File: config.mk
export PLATFORM = sky130hd
export DESIGN_NAME = machine_timer
export DESIGN_NICKNAME = d
export VERILOG_FILES = /design/src/rtl/machine_timer.sv
export SDC_FILE = /design/constraint.sdc
export NUM_CORES = 1
export LEC_CHECK = 0
export BUFFER_PORTS_ARGS = -buffer_cell sky130_fd_sc_hd__buf_2
export CORE_MARGIN = 2
export CORE_UTILIZATION = 36
export DETAILED_ROUTE_END_ITERATION = 6
export PLACE_DENSITY = 0.62
export REMOVE_ABC_BUFFERS = 1
export SETUP_SLACK_MARGIN = 0.3
export SYNTH_ARGS = -nofsm -noshare
export SYNTH_HDL_FRONTEND = slang
export SYNTH_SLANG_ARGS = --single-unit
File: constraint.sdc
create_clock -name clk -period 5.2 [get_ports clk]
set_clock_uncertainty 0.2 [all_clocks]
set_input_delay 0.78 -clock clk [delete_from_list [all_inputs] [get_ports clk]]
set_output_delay 0.78 -clock clk [all_outputs]
set_load 0.02 [all_outputs]
File: src/rtl/machine_timer.sv
// machine_timer: memory-mapped 64-bit mtime/mtimecmp timer with a prescaler.
// Single-cycle req/gnt/rvalid data port; level interrupt on mtime >= mtimecmp.
module machine_timer #(
  parameter int BASE_W     = 5,
  parameter int PRESCALE_W = 8
) (
  input  logic              clk,
  input  logic              rst,
  input  logic              req,
  input  logic              we,
  input  logic [3:0]        be,
  input  logic [BASE_W-1:0] addr,
  input  logic [31:0]       wdata,
  output logic              gnt,
  output logic              rvalid,
  output logic [31:0]       rdata,
  output logic              timer_irq
);

  localparam int IDX_W = BASE_W - 2;

  logic [63:0]           mtime_q, mtime_d, mtime_inc;
  logic [63:0]           mtimecmp_q, mtimecmp_d;
  logic                  en_q, en_d;
  logic [PRESCALE_W-1:0] presc_q, presc_d;
  logic [PRESCALE_W-1:0] pcnt_q, pcnt_d;
  logic                  rvalid_q;
  logic [31:0]           rdata_q, rd_val;
  logic                  irq_q;

  logic [IDX_W-1:0] idx;
  logic [31:0]      mask;
  logic             wr_en, rd_en, tick;
  logic             sel_lo, sel_hi, sel_clo, sel_chi, sel_ctrl;
  logic             unused_addr;

  assign gnt         = req;
  assign wr_en       = req & we;
  assign rd_en       = req & ~we;
  assign idx         = addr[BASE_W-1:2];
  assign unused_addr = ^addr[1:0];
  assign mask        = {{8{be[3]}}, {8{be[2]}}, {8{be[1]}}, {8{be[0]}}};

  assign sel_lo   = (idx == IDX_W'(0));
  assign sel_hi   = (idx == IDX_W'(1));
  assign sel_clo  = (idx == IDX_W'(2));
  assign sel_chi  = (idx == IDX_W'(3));
  assign sel_ctrl = (idx == IDX_W'(4));

  // Prescaler terminal count: mtime advances when pcnt has reached PRESC.
  assign tick      = en_q & (pcnt_q == presc_q);
  assign mtime_inc = mtime_q + {63'd0, tick};

  // Next-state for mtime: written bytes override, others take the incremented
  // value (which already carries from LO into HI).
  always_comb begin
    mtime_d = mtime_inc;
    if (wr_en && sel_lo)
      mtime_d[31:0] = (mtime_inc[31:0] & ~mask) | (wdata & mask);
    if (wr_en && sel_hi)
      mtime_d[63:32] = (mtime_inc[63:32] & ~mask) | (wdata & mask);
  end

  // Next-state for mtimecmp with per-byte write merge.
  always_comb begin
    mtimecmp_d = mtimecmp_q;
    if (wr_en && sel_clo)
      mtimecmp_d[31:0] = (mtimecmp_q[31:0] & ~mask) | (wdata & mask);
    if (wr_en && sel_chi)
      mtimecmp_d[63:32] = (mtimecmp_q[63:32] & ~mask) | (wdata & mask);
  end

  // Next-state for CTRL fields and the prescale counter; any CTRL write restarts pcnt.
  always_comb begin
    en_d    = en_q;
    presc_d = presc_q;
    if (en_q)
      pcnt_d = tick ? '0 : pcnt_q + 1'b1;
    else
      pcnt_d = pcnt_q;
    if (wr_en && sel_ctrl) begin
      en_d = be[0] ? wdata[0] : en_q;
      for (int i = 0; i < PRESCALE_W; i++)
        presc_d[i] = mask[8+i] ? wdata[8+i] : presc_q[i];
      pcnt_d = '0;
    end
  end

  // Read mux over current register values (before any same-cycle increment).
  always_comb begin
    rd_val = '0;
    if (sel_lo)  rd_val = mtime_q[31:0];
    if (sel_hi)  rd_val = mtime_q[63:32];
    if (sel_clo) rd_val = mtimecmp_q[31:0];
    if (sel_chi) rd_val = mtimecmp_q[63:32];
    if (sel_ctrl) begin
      rd_val[0]               = en_q;
      rd_val[8 +: PRESCALE_W] = presc_q;
    end
  end

  // Register update, response pipeline and registered interrupt level.
  always_ff @(posedge clk or posedge rst) begin
    if (rst) begin
      mtime_q    <= '0;
      mtimecmp_q <= '1;
      en_q       <= 1'b0;
      presc_q    <= '0;
      pcnt_q     <= '0;
      rvalid_q   <= 1'b0;
      rdata_q    <= '0;
      irq_q      <= 1'b0;
    end else begin
      mtime_q    <= mtime_d;
      mtimecmp_q <= mtimecmp_d;
      en_q       <= en_d;
      presc_q    <= presc_d;
      pcnt_q     <= pcnt_d;
      rvalid_q   <= req;
      rdata_q    <= rd_en ? rd_val : 32'd0;
      irq_q      <= (mtime_q >= mtimecmp_q);
    end
  end

  assign rvalid    = rvalid_q;
  assign rdata     = rdata_q;
  assign timer_irq = irq_q;

endmodule
Yosys cells after proc, flatten, opt, wreduce, memory -nomap -nowiden
Index checks and enable logic that the tools add are counted.
{"block": "totals", "elab_cells": 52, "out_inout_bits": 35, "regBits": 179}
{"block": "op_classes", "add_sub_neg": 2, "bitwise_logic": 14, "n_mux": 12, "n_reduce_logical": 9, "magnitude_cmp": 1, "eq_ne": 5}
{"op": "32-bit 2-to-1 mux", "n": 7}
{"op": "32-bit bitwise AND", "n": 5}
{"op": "32-bit bitwise OR", "n": 4}
{"op": "64-bit by 1-bit adder with 64-bit output", "n": 1}
{"op": "64-bit greater-or-equal comparator", "n": 1}
{"op": "8-bit 2-to-1 mux", "n": 4}
{"op": "32-bit inverter", "n": 1}
{"op": "8-bit by 1-bit adder with 8-bit output (second input constant)", "n": 1}
{"op": "8-bit equality test", "n": 1}
{"op": "3-bit by 2-bit equality test with 1-bit output (second input constant)", "n": 2}
{"op": "1-bit logical AND", "n": 5}
{"op": "2-bit AND reduction", "n": 2}
{"op": "1-bit bitwise AND", "n": 3}
{"op": "3-bit by 1-bit equality test with 1-bit output (second input constant)", "n": 1}
{"op": "3-bit equality test (second input constant)", "n": 1}
{"op": "3-bit logical NOT", "n": 1}
{"op": "2-bit nonzero test", "n": 1}
{"op": "1-bit 2-to-1 mux", "n": 1}
{"op": "1-bit inverter", "n": 1}

Depth between registers and ports, before layout
Gate-level depths: netlist of the first run.
{"block": "logic_depth", "word_depth": 7, "ltp_mapped": 12}

Least setup slack after synthesis of the first run
Ideal clock, no wire load.
{"block": "synth_timing", "path_kind": "reg2reg", "startpoint": "register pcnt_q[5]", "endpoint": "register mtime_q[63]", "setup_ns": 0.125, "period_less_slack_ns": 2.874, "arrival_time_ns": 2.550, "path_slack_ns": 2.326, "stages_incl_launch_ff": 12, "path_cell_list": "dfrtp_1 xor2_1 nor4_1 nand4_1 inv_1 ha_1 nand2_2 nor4_4 nand4_4 nor4_1 xor2_1 mux2_2"}
{"block": "synth_via", "elab_chain_len": 6}
{"element": "from (decl)", "line": "26", "text": "logic [PRESCALE_W-1:0] pcnt_q, pcnt_d;"}
{"element": "from (signal assigned)", "line": "118", "text": "pcnt_q <= pcnt_d;"}
{"element": "8-bit equality test (*)", "line": "51", "text": "assign tick = en_q & (pcnt_q == presc_q);"}
{"element": "1-bit bitwise AND (*)", "line": "51"}
{"element": "64-bit by 1-bit adder with 64-bit output (*)", "line": "52", "text": "assign mtime_inc = mtime_q + {63'd0, tick};"}
{"element": "32-bit bitwise AND", "line": "61", "text": "mtime_d[63:32] = (mtime_inc[63:32] & ~mask) | (wdata & mask);"}
{"element": "32-bit bitwise OR", "line": "61"}
{"element": "32-bit 2-to-1 mux (*)", "line": "60", "text": "if (wr_en && sel_hi)"}
{"element": "named net mtime_d[63]", "line": "22", "text": "logic [63:0] mtime_q, mtime_d, mtime_inc;"}
{"element": "to (signal assigned)", "line": "114", "text": "mtime_q <= mtime_d;"}
{"element": "to (decl)", "line": "22"}
Mark *: on every way through the listed nets, which the timed path passes. The rest lies on a longest branch.
A chain may end at the register's enable or synchronous reset.

Worst setup path after layout of the first run
Ends and elaborated chain as after synthesis.

==> results.md, run 1 <==
* CTS tree: yes
* DP HPWL at between 15 and 20 mm
* Worst path arrival time at ~4.0 ns
* Core Region at ~0.029 mm2
* H-tree lvl count at 4
* Number of I/O port buffers at between 70 and 80
* Number of flops mapped to enable cells by yosys at 0
* Share of post-route cells with drive strength above 1 at 0.2733
* DR WL/cell at approximately 19 um
* Root Buffer: clkbuf_16
* Crit share post-route at 0.7550
* Post-route cell area at roughly 0.012 mm2
* Vias in the first global route at about 7.6k
* Hold buffer count at CTS at 0
* Largest net degree at the start of global routing at 96
* Synth cell types at 57
* Max-Cap Viols at 0
* Routed via count at a little under 8k
* Num CTS Buffers at 17
* FILL cells at 2831
* Clock Latency Late Sink at ~0.44 ns
* Synth Instances at around 1.0k
* Sw power at about 1600 uW
* CTS clock-pin slew for the worst setup and hold paths at approximately 0.070 ns
* Worst vdd ir at 0.2220 mV
* Remaining DRCs at 0
* Setup violators final at 0
* Nets at approximately 1.2k
* # clock sinks at about 180
* Status: finished clean
* First-pass GRT wire length at 44.11 mm
* Detailed Route WL at 27.72 mm
* Worst-margin pin slew at 1.127 ns
* Drt via density at 5.288
* Mean area per synthesized cell at just over 10 um2
* Die width at ~170 um
* Post-cts resize count at 0
* Final core occ at 0.4123
* Ys Warns at 0
* Post-DP Area at 0.01118 mm2
* Area Overhead vs Synth at 13.15%
* Critical path capture point type: flip-flop
* RSZ-0062 raised after global routing: false
* DR iter-0 viols at about 530
* Seq pwr share at 0.439
* GPL Wtd Cong at approximately 0.83
* Maximum buffer depth of the clock tree at 2
* Congestion Overflow GR at 0
* Yosys reg bits at 179
* DR pass1 iterations at 5
* Worst EP required at roughly 5.3 ns
* Crit Path Category: reg -> reg
* Internal power at between 3000 and 4000 uW
* PwrDens at ~400 mW/mm2
* DRT antenna net count at 0
* Static leakage at between 0.005 and 0.006 uW
* Rows at 62
* Initial cell density of the core at 0.3644
* Seq/Total Area, Yosys at 0.4383
* Hold Vio Cnt, Final at 0
* Clock power share at 0.283
* Initial antenna violation count at 0
* Fmax at 254.7 MHz
* Die area at 0.03027 mm2
* GRT Total Usage at 0.1858
* Switching share of total power at 0.3474
* Post-synth top flop: dfrtp_1
* Setup crit start kind: flip-flop
* Cell area after synthesis at between 0.01 and 0.015 mm2
* CP max FO at 19
* DIE HEIGHT at 174.0 um
* Slew HR at 0.2430
* Power, Total at roughly 4700 uW
* Tightest Hold Check Type: in -> async
* Minimum clock period at 3.926 ns
* Async set or reset register ratio after synthesis at 1.000
* Max-slew violation count at 0
* # IOs at 80
* Gate power share at 0.278
* Post-CTS Setup Inserts at 0
==> worst paths after layout <==
check | startpoint | endpoint | slack (ns) | cells after the start
hold / removal | rst | rdata[28] | 0.25 | 2
hold reg to reg | flip-flop | rdata[23] | 0.35 | 2
setup reg to reg | pcnt_q[5] | mtime_q[63] | 1.27 | 11
max in group asynchronous | rst | async pin | 3.48 | 3
setup / recovery | pcnt_q[5] | mtime_q[63] | 1.27 | 11
min in group clk | req | rvalid | 0.31 | 1
==> cell type report <==
type,count,area (um2),share of cell area
sequential,179,4559,0.3874
antenna,1,2.502,0.0002126
tap,384,480.5,0.04082
multi-input combinational,728,5380,0.4571
timing repair buffer,85,445.4,0.03784
clock inverter,14,151.4,0.01286
inverter,81,311.5,0.02647
clock buffer,18,439.2,0.03731
==> metrics by stage <==
| stage | setup TNS [ns] | cells | setup WS, ns | hold slack (ns) |
|---|---|---|---|---|
| 2_1_floorplan | -61.26 | 988 | -0.5327 | 0.3062 |
| 3_3_place_gp | 0 | 1457 | 1.428 | 0.3339 |
| 3_5_place_dp | 0 | 1457 | 1.343 | 0.3407 |
| 4_1_cts | 0 | 1489 | 1.307 | 0.2780 |
| 5_1_grt | 0 | 1489 | 0.9431 | 0.2936 |
| 6_report | 0 | 1490 | 1.274 | 0.2514 |
==> synthesized netlist by cell type, types with 5 or more instances <==
| master | n | area, um2 |
|---|---|---|
| mux2_2 | 89 | 1002 |
| a21oi_1 | 95 | 475.5 |
| dfstp_2 | 64 | 1682 |
| inv_1 | 81 | 304.0 |
| a21o_1 | 12 | 90.09 |
| nand4_1 | 31 | 193.9 |
| buf_2 | 7 | 35.03 |
| mux4_2 | 6 | 135.1 |
| o21ai_0 | 11 | 55.05 |
| nor3_1 | 17 | 85.08 |
| o22ai_1 | 21 | 131.4 |
| nor4_1 | 17 | 106.4 |
| nand2_1 | 48 | 180.2 |
| nand3_1 | 34 | 170.2 |
| dfrtp_1 | 115 | 2878 |
| ha_1 | 67 | 838.3 |
| nor2_1 | 106 | 397.9 |
| xor2_1 | 36 | 315.3 |
| and3_1 | 9 | 56.30 |
| mux2i_1 | 5 | 50.05 |
| a221oi_1 | 5 | 43.79 |
| xnor2_1 | 41 | 359.1 |
| clkbuf_1 | 25 | 93.84 |
| a211oi_1 | 22 | 165.2 |
| a22oi_1 | 5 | 37.54 |
| nor3_2 | 11 | 110.1 |
==> cells in the final DEF, fill, tap and decap left out, types with 5 or more instances in the layout <==
master	n
ha_1	67
mux2_2	89
a221oi_1	5
nor4_1	17
xnor2_1	41
a211oi_1	22
nand2_1	48
nor2_1	106
a21oi_1	95
dfrtp_1	115
buf_2	77
nor3_2	11
nand3_1	34
clkbuf_16	17
o22ai_1	21
mux4_2	6
and3_1	9
dfstp_2	64
mux2i_1	5
inv_1	80
buf_4	8
a21o_1	12
a22oi_1	5
xor2_1	36
nand4_1	31
nor3_1	17
o21ai_0	11
==> critical path, stage by stage, from the launching register on <==
cell	delay, ns
dfrtp_1	0.43
xor2_1	0.18
nor4_1	0.34
nand4_1	0.24
inv_1	0.22
ha_1	0.26
nand2_2	0.12
nor4_4	0.55
nand4_4	0.47
nor4_1	0.42
xor2_1	0.11
mux2_2	0.27
==> cells by family after synthesis <==
family / Yosys count / synth area share
and+or+nand+nor: 302 / 0.1529
muxes: 100 / 0.1141
AOI/OAI and AO/OA: 182 / 0.1048
adders and majority gates: 67 / 0.08059
buffers and inverters: 118 / 0.04450
DFF: 179 / 0.4383
xor gates and xnor gates: 77 / 0.06483
==> power groups by stage <==
stage               registers [uW]  logic (uW)  clock network [uW]
floorplan                     1990         961                   0
global placement              2050        1260                   0
detailed placement            2060        1290                   0
CTS                           2040        1300                1350
global route                  2090        1470                1400
finish                        2050        1300                1320
==> metal layers <==
metal  part of all wire  global-route usage  wire length [um]  vias up
met5                  0                   0                 0        -
met4              0.017             0.04937               465        0
met3              0.052             0.03368              1448       33
met2               0.46              0.2883             12620      202
met1               0.48              0.2668             13180     3867
li1                   -                   -                 -     3777
(Power assumes the default switching activity.)
==> run 2: changes to the inputs <==
- clock period: 5.2 -> 3.3 ns (I/O delays scaled with it)
==> run 2 against run 1 <==
Die area did not move; clock power rose by 52%; critical path type unchanged; largest power group unchanged; highest routed layer unchanged; hold slack got worse by 0.11 ns; critical endpoint is now mtime_q[51].
==> results.md, run 2 (same netlist as run 1, synthesis figures left out) <==
* Worst path arrival time at 3.17 ns (was 4.04 ns)
* Commonest non-fill, non-tap cells in the layout: dfrtp_1 (115), nor2_1 (102), a21oi_1 (94) (was dfrtp_1 (115), nor2_1 (106), a21oi_1 (95))
* H-tree lvl count at 4 (unchanged)
* CTS tree: yes (unchanged)
* Die area at 0.03027 mm2 (unchanged)
* FF/Latch Area at 0.004559 mm2 (unchanged)
* DIE HEIGHT at 174.0 um (unchanged)
* Worst vdd ir at 0.4106 mV (was 0.2220 mV)
* Congestion Overflow GR at 0 (unchanged)
* Critical path capture point type: flip-flop (unchanged)
* GPL Wtd Cong at 0.8747 (was 0.8257)
* Min-Delay Path Depth at 2
* Worst reg2reg path depth at 12 (was 11)
* Static leakage at 0.005282 uW (was 0.005012 uW)
* Root Buffer: clkbuf_16 (unchanged)
* FILL cells at 2796 (was 2831)
* Final core occ at 0.4324 (was 0.4123)
* Worst path buffer plus inverter count at 2 (was 1)
* Maximum buffer depth of the clock tree at 2 (unchanged)
* Worst path max stage delay at 0.41 ns (was 0.55 ns)
* Largest net degree at the start of global routing at 86 (was 96)
* Num CTS Buffers at 17 (unchanged)
* RSZ-0062 raised after global routing: true (was false)
* Crit share post-route at 0.9300 (was 0.7550)
* Clock Latency Late Sink at 0.44 ns (about the same)
* Sw power at 2679 uW (was 1621 uW)
* Multi-input logic area at 0.005613 mm2 (was 0.005380 mm2)
* Minimum clock period at 3.069 ns (was 3.926 ns)
* Nets at 1242 (was 1204)
* Crit Path Category: reg -> reg (unchanged)
* Clock power share at 0.268 (was 0.283)
* Gate power share at 0.304 (was 0.278)
* Area Overhead vs Synth at 18.66% (was 13.15%)
* Number of I/O port buffers at 77 (unchanged)
* Detailed Route WL at 28.88 mm (was 27.72 mm)
* Routed via count at 8055 (was 7879)
* Initial antenna violation count at 1 (was 0)
* Worst-path cell chain: xor2_1, nor4_2, nand4_1, inv_2, ha_4, nand2_4, nor4_4, nand4_4, buf_12, nor4_4, xnor2_1, a21oi_1 (was xor2_1, nor4_1, nand4_1, inv_1, ha_1, nand2_2, nor4_4, nand4_4, nor4_1, xor2_1, mux2_2)
* Setup violators final at 0 (unchanged)
* DR iter-0 viols at 674 (was 529)
* # clock sinks at 179 (unchanged)
* Die width at 174.0 um (unchanged)
* Post-DP Area at 0.01138 mm2 (was 0.01118 mm2)
* Core Region at 0.02855 mm2 (unchanged)
* GRT Total Usage at 0.1885 (was 0.1858)
* CTS clock-pin slew for the worst setup and hold paths at 0.08 ns (was 0.07 ns)
* First-pass GRT wire length at 44.42 mm (was 44.11 mm)
* # IOs at 80 (unchanged)
* Share of post-route cells with drive strength above 1 at 0.3176 (was 0.2733)
* DR WL/cell at 18.90 um (was 18.60 um)
* Critical path depth at 12 (was 11)
* Initial cell density of the core at 0.3644 (unchanged)
* Slew HR at 0.5692 (was 0.2430)
* Setup crit start kind: flip-flop (unchanged)
* Max-Cap Viols at 0 (unchanged)
* Fmax at 325.8 MHz (was 254.7 MHz)
* DRT antenna net count at 0 (unchanged)
* CP max FO at 4 (was 19)
* Post-route cell area at 0.01234 mm2 (was 0.01177 mm2)
* DP HPWL at 20.33 mm (was 19.78 mm)
* CP top delay family: simple AND/OR/NAND/NOR gates (unchanged)
* DR pass1 iterations at 5 (unchanged)
* Status: finished clean (unchanged)
* Commonest non-fill, non-tap cell in the layout: dfrtp_1 (unchanged)
* Worst EP required at 3.41 ns (was 5.32 ns)
* Drt via density at 5.272 (was 5.288)
* Max-slew violation count at 0 (unchanged)
* Rows at 62 (unchanged)
* Reg2Reg Setup Slack at 0.23 ns (was 1.27 ns)
* Tightest Hold Check Type: in -> reg (was in -> async)
* Power, Total at 7444 uW (was 4666 uW)
* Seq pwr share at 0.428 (was 0.439)
* Switching share of total power at 0.3598 (was 0.3474)
* Most frequent CP cell: nor4_4
* Worst-margin pin slew at 0.6462 ns (was 1.127 ns)
* Slowest-stage cell, CP: dfrtp_1 (was nor4_4)
* Internal power at 4766 uW (was 3045 uW)
* Remaining DRCs at 0 (unchanged)
* Hold Vio Cnt, Final at 0 (unchanged)
* Vias in the first global route at 7750 (was 7647)
* PwrDens at 603.1 mW/mm2 (was 396.4 mW/mm2)
run 2: path summary, 6_finish.rpt:
| path | end | from |
|---|---|---|
| worst min register to register | rdata[22] | flip-flop |
| worst max register to register | mtime_q[51] | presc_q[0] |
| min in group asynchronous | mtime_q[29] | rst |
| worst max-delay path | mtime_q[51] | presc_q[0] |
| worst min-delay path | flip-flop | wdata[20] |
| max in group asynchronous | async pin | rst |
run 2: worst register-to-register path, stage by stage, from the launching register on:
cell     delay, ns
dfrtp_1       0.41
xor2_1        0.18
nor4_2        0.33
nand4_1       0.17
inv_2         0.16
ha_4          0.17
nand2_4       0.06
nor4_4        0.35
nand4_4       0.18
buf_12        0.19
nor4_4        0.30
xnor2_1       0.16
a21oi_1       0.08
run 2: through the flow:
step	worst slack, ns	setup TNS [ns]	instances	hold WS, ns
finish	0.2309	0	1528	0.1397
detailed placement	-0.04370	-0.06423	1479	0.3377
floorplan	-2.148	-300.02	988	0.3062
global route	0.1349	0	1528	0.1388
global placement	-0.01122	-0.01122	1479	0.3337
CTS	0.2789	0	1515	0.1234
run 2: final cells by class:
cell class	count	area share
Timing Repair Buffer	123	0.06629
Antenna cell	1	0.0002027
Multi-Input combinational cell	728	0.4547
Clock buffer	18	0.03477
Clock inverter	14	0.01044
Inverter	81	0.02524
Sequential cell	179	0.3694
Tap cell	384	0.03893
run 2: power groups by stage:
stage / combinational, uW / sequential, uW / clock [uW]
after floorplan: 1510 / 3130 / 0
final: 2260 / 3180 / 2000
after global routing: 2520 / 3250 / 2130
after CTS: 2180 / 3170 / 2040
after global placement: 2100 / 3190 / 0
after detailed placement: 2150 / 3200 / 0
run 2: per-layer routing:
layer  wire length [um]  vias up  track usage
li1                   -     3864            -
met1              13640     3926       0.2685
met2              13060      218       0.2950
met3               1428       47      0.02406
met4                752        0      0.06723
met5                  0        -            0
run 2: timing repair:
action | CTS | global route
gates resized for setup | 7 | 39
hold endpoints to repair | 41 | 0
cloned | 0 | 1
setup endpoints to repair | 33 | 40
pin swaps | 2 | 29
setup buffers | 2 | 11
hold buffers | 2 | 0
==> run 3: changes to the inputs <==
- CTS_BUF_LIST: unset -> sky130_fd_sc_hd__clkbuf_8
- PLACE_DENSITY: 0.62 -> unset
- PLACE_DENSITY_LB_ADDON: unset -> 0.15
==> run 3 against run 2 <==
Global-route usage up 1.5 points; core utilization decreased by 0.56 points; via count is 0.48% lower; hold slack worse by 0.039 ns; clock power shrank 24%; critical path depth increased by 1; setup slack gained 0.10 ns; register-to-register slack improved by 0.10 ns; maximum frequency increased by 3.5%; count of clock-buffer cells in the layout is 1 lower; critical endpoint is now mtime_q[29]; highest routed layer unchanged.
==> results.md, run 3 (same netlist as run 1, synthesis figures left out) <==
* Slew HR at 0.2208 (was 0.5692)
* Critical path capture point type: flip-flop (unchanged)
* Nets at 1246 (was 1242)
* Drt via density at 5.236 (was 5.272)
* Worst vdd ir at 0.2820 mV (was 0.4106 mV)
* Cell Count, Final, Fillers Out at 1531 (was 1528)
* Area Overhead vs Synth at 17.12% (was 18.66%)
* # IOs at 80 (unchanged)
* Rows at 62 (unchanged)
* Setup violators final at 0 (unchanged)
* Initial antenna violation count at 0 (was 1)
* First-pass GRT wire length at 47.27 mm (was 44.42 mm)
* Setup crit start kind: flip-flop (unchanged)
* # clock sinks at 179 (unchanged)
* Clock Latency Late Sink at 0.48 ns (was 0.44 ns)
* PwrDens at 574.3 mW/mm2 (was 603.1 mW/mm2)
* Power, Total at 6997 uW (was 7444 uW)
* Sw power at 2657 uW (was 2679 uW)
* Largest net degree at the start of global routing at 89 (was 86)
* Detailed Route WL at 30.24 mm (was 28.88 mm)
* Root Buffer: clkbuf_8 (was clkbuf_16)
* Core Region at 0.02855 mm2 (unchanged)
* Worst EP required at 3.49 ns (was 3.41 ns)
* Switching share of total power at 0.3797 (was 0.3598)
* Congestion Overflow GR at 0 (unchanged)
* Worst-margin pin slew at 1.160 ns (was 0.6462 ns)
* DR iter-0 viols at 429 (was 674)
* DR WL/cell at 19.75 um (was 18.90 um)
* GR peak layer: met2 (unchanged)
* Crit Path Category: reg -> reg (unchanged)
* Share of post-route cells with drive strength above 1 at 0.3287 (was 0.3176)
* Fmax at 337.3 MHz (was 325.8 MHz)
* CTS clock-pin slew for the worst setup and hold paths at 0.11 ns (was 0.08 ns)
* DP HPWL at 21.70 mm (was 20.33 mm)
* DIE HEIGHT at 174.0 um (unchanged)
* Hold Vio Cnt, Final at 0 (unchanged)
* Max-Cap Viols at 0 (unchanged)
* Number of I/O port buffers at 77 (unchanged)
* Status: finished clean (unchanged)
* Routed via count at 8016 (was 8055)
* Grt met3 use at 0.03478 (was 0.02406)
* Crit share post-route at 0.8985 (was 0.9300)
* DR pass1 iterations at 5 (unchanged)
* Num CTS Buffers at 17 (unchanged)
* Max-slew violation count at 0 (unchanged)
* Post-route cell area at 0.01218 mm2 (was 0.01234 mm2)
* Minimum clock period at 2.965 ns (was 3.069 ns)
* Final core occ at 0.4268 (was 0.4324)
* Commonest non-fill, non-tap cell in the layout: dfrtp_1 (unchanged)
* Die area at 0.03027 mm2 (unchanged)
* Routing usage on met1 at 0.2975 (was 0.2685)
* RSZ-0062 raised after global routing: true (unchanged)
* Hold Worst Slack at 0.1009 ns (was 0.1397 ns)
* Antenna Cells at 0 (was 1)
* Die width at 174.0 um (unchanged)
* DRT antenna net count at 0 (unchanged)
* Vias in the first global route at 8041 (was 7750)
* Commonest non-fill, non-tap cells in the layout: dfrtp_1 (114), nor2_1 (97), a21oi_1 (93) (was dfrtp_1 (115), nor2_1 (102), a21oi_1 (94))
* GRT Total Usage at 0.2040 (was 0.1885)
* Remaining DRCs at 0 (unchanged)
* Static leakage at 0.005173 uW (was 0.005282 uW)
* GPL Wtd Cong at 0.8061 (was 0.8747)
* CTS tree: yes (unchanged)
* Internal power at 4340 uW (was 4766 uW)
* H-tree lvl count at 4 (unchanged)
* Placed cells at 1485 (was 1479)
* Post-DP Area at 0.01141 mm2 (was 0.01138 mm2)
* Grt met2 use at 0.3108 (was 0.2950)
* CP max FO at 3 (was 4)
* Initial cell density of the core at 0.3644 (unchanged)
* Worst path arrival time at 3.16 ns (was 3.17 ns)
* Seq pwr share at 0.454 (was 0.428)
* Maximum buffer depth of the clock tree at 2 (unchanged)
* Clock power share at 0.219 (was 0.268)
* Tightest Hold Check Type: in -> reg (unchanged)
* Gate power share at 0.327 (was 0.304)
## run 3: cell types whose count changed in the layout (fill, tap and decap cells not counted), moves of 4 or more
cell,previous run,this run
nor2_1,102,97
clkinv_4,5,1
nor4_4,10,5
clkbuf_16,18,0
buf_4,35,39
clkbuf_8,0,17
## run 3: path summary, 6_finish.rpt
kind	endpoint	slack (ns)	start	depth (start not counted)
setup / recovery	mtime_q[29]	0.34	pcnt_q[0]	13
hold / removal	flip-flop	0.10	wdata[4]	2
setup reg to reg	mtime_q[29]	0.34	pcnt_q[0]	13
hold reg to reg	rdata[22]	0.35	flip-flop	2
max in group asynchronous	async pin	1.63	rst	4
min in group asynchronous	rdata[27]	0.48	rst	3
## run 3: stage by stage
step	TNS [ns]	setup WS (ns)
after detailed placement	0	0.04416
after floorplan	-300.02	-2.148
after CTS	0	0.2873
after global placement	0	0.06928
final	0	0.3351
after global routing	0	0.07893
## run 3: cell type report
cell class / instances / area, um2
inverter: 81 / 311.5
timing repair buffer: 127 / 829.5
clock inverter: 15 / 146.4
tap: 384 / 480.5
clock buffer: 17 / 234.0
multi-input combinational: 728 / 5620
sequential: 179 / 4561
fill: 2911 / 16360
## run 3: power by group through the flow
stage | Sequential [uW] | Clock, uW | Combinational, uW
6_report | 3180 | 1530 | 2290
2_1_floorplan | 3130 | 0 | 1510
3_5_place_dp | 3210 | 0 | 2170
4_1_cts | 3170 | 1590 | 2220
5_1_grt | 3250 | 1680 | 2580
3_3_place_gp | 3200 | 0 | 2160
## run 3: layer usage
layer,up-vias,part of all wire
li1,3858,-
met5,-,0
met2,153,0.45
met4,0,0.019
met3,31,0.034
met1,3974,0.50
## run 3: timing repair
action                                  4_1_cts  5_1_grt
hold buffers                                  2        0
pin swaps                                     4       27
hold endpoints to repair                     63        0
endpoints found under the setup margin       24       50
setup buffers                                 2       10
resized for setup                            15       46
## run 3: worst max-delay path, stage by stage, from the launching register on
cell and delay (ns):
dfrtp_2 0.44, xor2_1 0.17, nor4_2 0.28, nand4_1 0.16, inv_2 0.16, buf_4 0.14
ha_4 0.13, nand2_2 0.08, nor4_2 0.31, buf_4 0.17, and3_4 0.22, nand4_1 0.12
xor2_1 0.16, a21oi_1 0.14
